===== src/rtl/caliptra_apb_initiator.sv =====
// Single-outstanding APB initiator: turns cmd_* requests into SETUP/ACCESS transfers and returns rsp_*.
// Optional ACCESS-phase timeout enabled by defining CALIPTRA_APB_INIT_TIMEOUT_EN.
`ifndef CALIPTRA_APB_ADDR_WIDTH
`define CALIPTRA_APB_ADDR_WIDTH 32
`endif
`ifndef CALIPTRA_APB_DATA_WIDTH
`define CALIPTRA_APB_DATA_WIDTH 32
`endif
`ifndef CALIPTRA_APB_USER_WIDTH
`define CALIPTRA_APB_USER_WIDTH 32
`endif

module caliptra_apb_initiator #(
    parameter int ADDR_W         = `CALIPTRA_APB_ADDR_WIDTH,
    parameter int DATA_W         = `CALIPTRA_APB_DATA_WIDTH,
    parameter int USER_W         = `CALIPTRA_APB_USER_WIDTH,
    parameter int TIMEOUT_CYCLES = 256
) (
    input  logic              clk,
    input  logic              rst,
    input  logic              cmd_valid,
    output logic              cmd_ready,
    input  logic              cmd_write,
    input  logic [ADDR_W-1:0] cmd_addr,
    input  logic [DATA_W-1:0] cmd_wdata,
    input  logic [USER_W-1:0] cmd_user,
    output logic              rsp_valid,
    input  logic              rsp_ready,
    output logic [DATA_W-1:0] rsp_rdata,
    output logic              rsp_err,
    output logic              rsp_timeout,
    output logic [ADDR_W-1:0] paddr,
    output logic [DATA_W-1:0] pwdata,
    output logic [USER_W-1:0] pauser,
    output logic              pwrite,
    output logic              psel,
    output logic              penable,
    output logic [2:0]        pprot,
    input  logic [DATA_W-1:0] prdata,
    input  logic              pready,
    input  logic              pslverr
);

    typedef enum logic [1:0] {S_IDLE, S_SETUP, S_ACCESS, S_RESP} state_t;

    state_t              r_state;
    state_t              w_state_nxt;
    logic                w_cmd_hs;
    logic                w_rsp_hs;
    logic                w_done;
    logic                w_timeout;
    logic [ADDR_W-1:0]   r_paddr;
    logic [DATA_W-1:0]   r_pwdata;
    logic [USER_W-1:0]   r_pauser;
    logic                r_pwrite;
    logic                r_rsp_valid;
    logic [DATA_W-1:0]   r_rsp_rdata;
    logic                r_rsp_err;
    logic                r_rsp_timeout;

    if (TIMEOUT_CYCLES < 2) begin : g_bad_timeout
        $error("TIMEOUT_CYCLES must be at least 2");
    end

    assign cmd_ready = (r_state == S_IDLE) && !rst;
    assign w_cmd_hs  = cmd_valid && cmd_ready;
    assign w_rsp_hs  = r_rsp_valid && rsp_ready;
    assign w_done    = (r_state == S_ACCESS) && pready;

`ifdef CALIPTRA_APB_INIT_TIMEOUT_EN
    localparam int CNT_W = $clog2(TIMEOUT_CYCLES) + 1;
    logic [CNT_W-1:0] r_cnt;

    always_ff @(posedge clk) begin
        if (rst || r_state == S_SETUP) begin
            r_cnt <= '0;
        end else if (r_state == S_ACCESS && !pready) begin
            r_cnt <= r_cnt + 1'b1;
        end
    end

    // r_cnt holds the number of stalled ACCESS cycles already elapsed
    assign w_timeout = (r_state == S_ACCESS) && !pready &&
                       (r_cnt == CNT_W'(TIMEOUT_CYCLES - 1));
`else
    assign w_timeout = 1'b0;
`endif

    always_ff @(posedge clk) begin
        if (rst) r_state <= S_IDLE;
        else     r_state <= w_state_nxt;
    end

    always_comb begin
        w_state_nxt = r_state;
        psel        = 1'b0;
        penable     = 1'b0;
        case (r_state)
            S_IDLE:   if (w_cmd_hs) w_state_nxt = S_SETUP;
            S_SETUP: begin
                psel        = 1'b1;
                w_state_nxt = S_ACCESS;
            end
            S_ACCESS: begin
                psel    = 1'b1;
                penable = 1'b1;
                if (pready || w_timeout) w_state_nxt = S_RESP;
            end
            S_RESP:   if (w_rsp_hs) w_state_nxt = S_IDLE;
            default:  w_state_nxt = S_IDLE;
        endcase
    end

    always_ff @(posedge clk) begin
        if (rst) begin
            r_paddr  <= '0;
            r_pwdata <= '0;
            r_pauser <= '0;
            r_pwrite <= 1'b0;
        end else if (w_cmd_hs) begin
            r_paddr  <= cmd_addr;
            r_pwdata <= cmd_wdata;
            r_pauser <= cmd_user;
            r_pwrite <= cmd_write;
        end
    end

    always_ff @(posedge clk) begin
        if (rst) begin
            r_rsp_valid   <= 1'b0;
            r_rsp_rdata   <= '0;
            r_rsp_err     <= 1'b0;
            r_rsp_timeout <= 1'b0;
        end else if (w_done) begin
            r_rsp_valid   <= 1'b1;
            r_rsp_rdata   <= r_pwrite ? '0 : prdata;
            r_rsp_err     <= pslverr;
            r_rsp_timeout <= 1'b0;
        end else if (w_timeout) begin
            r_rsp_valid   <= 1'b1;
            r_rsp_rdata   <= '0;
            r_rsp_err     <= 1'b1;
            r_rsp_timeout <= 1'b1;
        end else if (w_rsp_hs) begin
            r_rsp_valid   <= 1'b0;
        end
    end

    assign paddr       = r_paddr;
    assign pwdata      = r_pwdata;
    assign pauser      = r_pauser;
    assign pwrite      = r_pwrite;
    assign pprot       = 3'b000;
    assign rsp_valid   = r_rsp_valid;
    assign rsp_rdata   = r_rsp_rdata;
    assign rsp_err     = r_rsp_err;
    assign rsp_timeout = r_rsp_timeout;

endmodule


===== config.mk =====
export PLATFORM = sky130hd
export DESIGN_NAME = caliptra_apb_initiator
export DESIGN_NICKNAME = d
export VERILOG_FILES = /design/src/rtl/caliptra_apb_initiator.sv
export SDC_FILE = /design/constraint.sdc
export NUM_CORES = 1
export LEC_CHECK = 0
export CAP_MARGIN = 20
export CORE_MARGIN = 10
export CORE_UTILIZATION = 35
export DETAILED_ROUTE_END_ITERATION = 8
export GPL_TIMING_DRIVEN = 0
export PLACE_DENSITY = 0.77
export SYNTH_ARGS = -nofsm -noshare
export SYNTH_HDL_FRONTEND = slang
export SYNTH_SLANG_ARGS = --single-unit

===== constraint.sdc =====
create_clock -name clk -period 1.51 [get_ports clk]
set_input_delay 0.3775 -clock clk [delete_from_list [all_inputs] [get_ports clk]]
set_output_delay 0.3775 -clock clk [all_outputs]
set_load 0.05 [all_outputs]

==> results of run 1 <==
[per-layer routing]
layer | vias up | GRT usage [%]
met2 | 200 | 30.5
met3 | 20 | 10.2
met4 | 0 | 5.72
met1 | 2473 | 19.8
li1 | 2608 | -
met5 | - | 0
[synthesized netlist by cell type (4+ instances only)]
| cell type | n |
|---|---|
| o21ai_0 | 84 |
| buf_6 | 8 |
| o21ai_1 | 13 |
| a21oi_1 | 34 |
| ha_1 | 4 |
| dfxtp_1 | 133 |
| buf_2 | 13 |
| nand4b_1 | 32 |
| nand2_1 | 230 |
| clkbuf_1 | 23 |
| buf_4 | 6 |
[metrics by stage]
stage / setup TNS [ns] / total power, mW / worst slack [ns]
after floorplan: -0.0845 / 8.16 / -0.0845
after global placement: -48.82 / 10.3 / -0.798
after detailed placement: -51.28 / 10.3 / -0.802
after CTS: -0.394 / 14.7 / -0.125
after global routing: -3.42 / 15.8 / -0.146
final: -0.346 / 15.2 / -0.114
[path summary, 6_finish.rpt]
| check | start | end | slack, ns | cells past startpoint |
|---|---|---|---|---|
| setup / recovery | rst | cmd_ready | -0.11 | 4 |
| hold / removal | pready | rsp_rdata[1]$_SDFFE_PP0P_ | 0.37 | 3 |
| setup reg to reg | r_state[0]$_SDFFE_PP0P_ | pauser[25]$_SDFFE_PP0P_ | -0.03 | 8 |
| hold reg to reg | pauser[8]$_SDFFE_PP0P_ | pauser[8]$_SDFFE_PP0P_ | 0.44 | 2 |
[logic make-up (layout without fill, tap and decap cells)]
group / count (synthesis) / count (layout) / synth area share, %
AO/OA/AOI/OAI: 136 / 136 / 14.2
adder cells (fa/ha/maj): 4 / 4 / 1.02
buffers and inverters: 56 / 378 / 6.30
flip-flops: 133 / 133 / 54.1
other: 1 / 4 / 0.0762
AND/OR/NAND/NOR: 269 / 269 / 24.4
[flip-flops by register name, summed over array words and instances (netlist names)]
register	cells
rsp_err	1
pwdata	32
pauser	32
rsp_rdata	32
paddr	32
pwrite	1
rsp_valid	1
r_state	2
[timing repair]
| item | 4_1_cts | 5_1_grt |
|---|---|---|
| buffers inserted | 6 | 8 |
| setup endpoints to repair | 237 | 191 |
| cloned | 2 | 9 |
| hold buffers | 0 | 0 |
| resized for setup | 652 | 300 |
| pin swaps | 1 | 78 |
[critical path, cell delays in order]
cell,delay [ns]
clkdlybuf4s50_1,0.43
buf_6,0.16
nor2b_4,0.12
buf_8,0.15
[layout make-up]
cell class                 instances  area, sq um
sequential                       133         2670
clock inverter                    12          154
buffer                            51          455
multi-input combinational        413         2400
fill                            1178         4990
timing repair buffer             292         2470
inverter                           3         13.8
clock buffer                      20          457
tap                              180          225
[power groups by stage]
| stage | combinational (mW) | clock (mW) | sequential [mW] |
|---|---|---|---|
| 2_1_floorplan | 1.45 | 0 | 6.71 |
| 3_3_place_gp | 5.75 | 0 | 4.55 |
| 3_5_place_dp | 5.77 | 0 | 4.58 |
| 4_1_cts | 5.89 | 4.30 | 4.50 |
| 5_1_grt | 6.84 | 4.43 | 4.58 |
| 6_report | 6.48 | 4.25 | 4.50 |
==> impl_metrics.csv, run 1 <==
group,metric,value,unit
sta,drv_slew,0,
detailed_routing,drt-total-wl,19.7,mm
global_routing,antenna_found_initial,0,
synth,ys_ff_latch,133,
clock_network,cts.path.max_buffers,2,
sta,fmax,616,MHz
placed_design,dp_cells,1049,
final_layout,diodes,0,
detailed_routing,drtAntennaViolNets,0,
placed_design,gp_congestion,0.841,
global_routing,grt_usage,18.5,%
critical_path,cp_data_arrival_time,1.25,ns
job,cap_violations,0,
power_and_ir_drop,swShare,40.3,%
synth,synth_top_cell_area_share,54.1,%
detailed_routing,wl_met1,7.56,mm
global_routing,grt_pass1_wl,28.8,mm
clock_network,clkTransAtPathRegs,0.06,ns
synth,synthDistinctLibCells,26,
sta,setup_slack,-0.114,ns
synth,synthArstFlopShare,0,%
synth,synth-edff-count,0,
power_and_ir_drop,vdd_drop_max,1030,uV
critical_path,crit_type,"in -> out",
final_layout,final_cell_area,8840,sq um
final_layout,area_delta_synth_final,79.6,%
detailed_routing,wl_met2,9.59,mm
floorplan,die_h,139,microns
power_and_ir_drop,p_clk_share,27.9,%
sta,final-hold-violation-count,0,
clock_network,cts_root_buf,"clkbuf_16",
final_layout,final_cells,1104,
placed_design,dp_hpwl,14.2,mm
sta,fin_skew,0.00676,ns
sta,setup_violations,12,
outcome,status,"complete, but fails checks",
clock_network,numCtsBuffers,17,
synth,synth_ff_type,"dfxtp_1",
clock_network,insertion_delay,0.41,ns
clock_network,cts_tree,"built",
detailed_routing,drtIter0Drc,197,
power_and_ir_drop,p_sw,6.13,mW
critical_path,worst-path-max-fanout,10,
floorplan,num_io_pins,273,
detailed_routing,vias,5301,
floorplan,rows,43,
floorplan,start_util,35.6,%
global_routing,grt_max_degree,17,
sta,final.min_clock_period,1.62,ns
global_routing,grt_overflow_total,0,
floorplan,die_width,139,microns
final_layout,nets,1050,
synth,yosysTopAreaCell,"dfxtp_1",
clock_network,h-tree-depth,4,
global_routing,grt_pass1_vias,5190,
critical_path,endpoint_kind,"primary output",
detailed_routing,wl_per_cell,17.9,microns
detailed_routing,route.met3.wl,2.27,mm
hold_path,hold_path.class,"in -> reg",
detailed_routing,viasPerCell,4.80,
final_layout,final_cell_mix,"152 x nand2_1, 133 x clkdlybuf4s50_1, 131 x buf_2",
synth,syn_inst,599,
power_and_ir_drop,p_leak,3.88,nW
final_layout,drive_gt1_share,37.3,%
power_and_ir_drop,seqPwrFrac,29.6,%
clock_network,cts_sinks,133,
synth,synth_area,4920,sq um
floorplan,core_area,13800,sq um
detailed_routing,drc,0,
detailed_routing,dr.max_layer_used,"met4",
sta,finalCritPeriodShare,108,%
synth,syn-mean-instance-area,8.22,sq um
placed_design,port_buffers,267,
power_and_ir_drop,p_int,9.09,mW
sta,rsz0062_at_grt,"true",
final_layout,final_util,63.9,%
placed_design,dpl-instance-area,7840,sq um
power_and_ir_drop,power_frac_comb,42.6,%
floorplan,dieArea,19200,sq um
synth,synth_warnings,0,
synth,yosysSeqAreaShare,54.1,%
power_and_ir_drop,cellPowerDensity,1720,nW/um^2
critical_path,worstSetupStartpointType,"input pin",
critical_path,critPathRequiredTime,1.13,ns
final_layout,final_common_cell,"nand2_1",
detailed_routing,drt_first_pass_iters,4,
outcome,violations,"negative setup slack",
sta,timing.hold.ws,0.371,ns
synth,synth.area.top_cells,"dfxtp_1 54%, nand2_1 18%, o21ai_0 8.5%",
Note: power is estimated with default switching activity, not from simulation.
==> run 2, diff against run 1 <==
--- a/config.mk
+++ b/config.mk
@@ -14,3 +14,4 @@
 export SYNTH_ARGS = -nofsm -noshare
 export SYNTH_HDL_FRONTEND = slang
 export SYNTH_SLANG_ARGS = --single-unit
+export TNS_END_PERCENT = 5
==> run 2 against run 1 <==
Effect of this change: largest cell class unchanged; the flow still finishes with violations (negative setup slack); hold slack gained 0.0062 ns; worst setup slack better by 0.0012 ns; sequential share of layout area is 1.9 points higher; first-iteration DRC count increased by 6.6%; critical path depth unchanged; combinational power fell by 8.8%.
==> impl_metrics.csv, run 2 (synthesized netlist as in run 1, its figures left out) <==
group,metric,value,unit
critical_path,critPathRequiredTime,1.13,ns
sta,setup_slack,-0.113,ns
detailed_routing,drc,0,
placed_design,port_buffers,267,
critical_path,endpoint_kind,"primary output",
clock_network,cts_tree,"built",
sta,fin_skew,0.00702,ns
power_and_ir_drop,cellPowerDensity,1760,nW/um^2
detailed_routing,viasPerCell,4.75,
placed_design,gp_congestion,0.841,
final_layout,nets,1038,
global_routing,use_met1,19.9,%
floorplan,start_util,35.6,%
detailed_routing,drtAntennaViolNets,0,
final_layout,final_cell_area,8320,sq um
sta,final-hold-violation-count,0,
sta,rsz0062_at_grt,"true",
global_routing,grt_max_degree,17,
sta,finalCritPeriodShare,107,%
clock_network,h-tree-depth,4,
placed_design,dp_cells,1049,
clock_network,cts_sinks,133,
final_layout,final_cell_mix,"194 x nand2_1, 136 x buf_2, 133 x clkdlybuf4s50_1",
clock_network,insertion_delay,0.41,ns
detailed_routing,vias,5183,
global_routing,grt_overflow_total,0,
job,cap_violations,0,
power_and_ir_drop,p_leak,3.54,nW
sta,drv_slew,0,
final_layout,final_cells,1092,
global_routing,gr-usage-met3,9.93,%
critical_path,worstSetupStartpointType,"input pin",
critical_path,cp_data_arrival_time,1.25,ns
final_layout,final_common_cell,"nand2_1",
global_routing,grt_pass1_vias,5135,
sta,timing.setup.tns,-1.02,ns
detailed_routing,wl_per_cell,17.5,microns
clock_network,clkTransAtPathRegs,0.06,ns
sta,timing.hold.ws,0.377,ns
floorplan,dieArea,19200,sq um
global_routing,busiest_layer,"met2",
global_routing,grt_usage,18.3,%
outcome,status,"complete, but fails checks",
final_layout,diodes,0,
global_routing,grt_pass1_wl,28.5,mm
final_layout,drive_gt1_share,29.6,%
clock_network,numCtsBuffers,17,
final_layout,area_delta_synth_final,69.0,%
sta,fmax,616,MHz
clock_network,cts.path.max_buffers,2,
global_routing,use_met2,29.9,%
floorplan,die_width,139,microns
floorplan,num_io_pins,273,
outcome,violations,"negative setup slack",
detailed_routing,drt-total-wl,19.1,mm
clock_network,cts_hold_buf,0,
clock_network,cts_root_buf,"clkbuf_16",
critical_path,crit_type,"in -> out",
power_and_ir_drop,total_power,14.6,mW
sta,final.min_clock_period,1.62,ns
placed_design,dpl-instance-area,7840,sq um
detailed_routing,drtIter0Drc,210,
floorplan,core_area,13800,sq um
sta,setup_violations,48,
hold_path,hold_path.class,"in -> reg",
final_layout,fillCellCount,1255,
critical_path,worst-path-max-fanout,10,
floorplan,die_h,139,microns
power_and_ir_drop,vdd_drop_max,1040,uV
floorplan,rows,43,
detailed_routing,drt_first_pass_iters,4,
global_routing,antenna_found_initial,0,
placed_design,dp_hpwl,14.2,mm
[run 2: cell type report]
cell class	count	area, sq um	share of cell area, %
flip-flops and latches	133	2670	32.1
repair buffers	278	2290	27.5
multi-input cells	413	2120	25.5
clock buffers	20	457	5.49
plain buffers	53	393	4.72
well taps	180	225	2.71
clock inverters	12	154	1.85
inverters	3	13.8	0.165
[run 2: report_power, final]
| group | internal [mW] | switching (mW) | leakage [nW] |
|---|---|---|---|
| combinational | 1.90 | 4.01 | 2.16 |
| sequential | 4.17 | 0.328 | 1.09 |
| clock | 2.68 | 1.56 | 0.292 |
[run 2: per-layer routing]
| layer | up-vias | wire length, microns |
|---|---|---|
| met5 | - | 0 |
| met4 | 0 | 249 |
| met3 | 17 | 2130 |
| met2 | 202 | 9090 |
| met1 | 2386 | 7620 |
| li1 | 2578 | - |
[run 2: critical path, stage by stage]
cell             delay [ns]
clkdlybuf4s50_1        0.43
buf_6                  0.16
nor2b_4                0.12
buf_8                  0.15
[run 2: path summary, 6_finish.rpt]
path,cells past startpoint,to,start,slack (ns)
setup / recovery,4,cmd_ready,rst,-0.11
hold / removal,3,rsp_rdata[1]$_SDFFE_PP0P_,pready,0.38
setup reg to reg,8,pwdata[22]$_SDFFE_PP0P_,r_state[1]$_SDFFE_PP0P_,-0.05
hold reg to reg,2,pwdata[9]$_SDFFE_PP0P_,pwdata[9]$_SDFFE_PP0P_,0.44
[run 2: metrics by stage]
step,utilization (%),setup WS (ns)
after CTS,59.4,-0.131
after floorplan,-,-0.0845
final,60.2,-0.113
after global placement,56.7,-0.798
after detailed placement,56.7,-0.802
after global routing,60.2,-0.150
[run 2: timing repair]
| action | in CTS | in global routing |
|---|---|---|
| setup buffers | 2 | 1 |
| pin swaps | 1 | 31 |
| endpoints found under the setup margin | 237 | 191 |
| gates resized for setup | 613 | 215 |
| cloned | 0 | 8 |
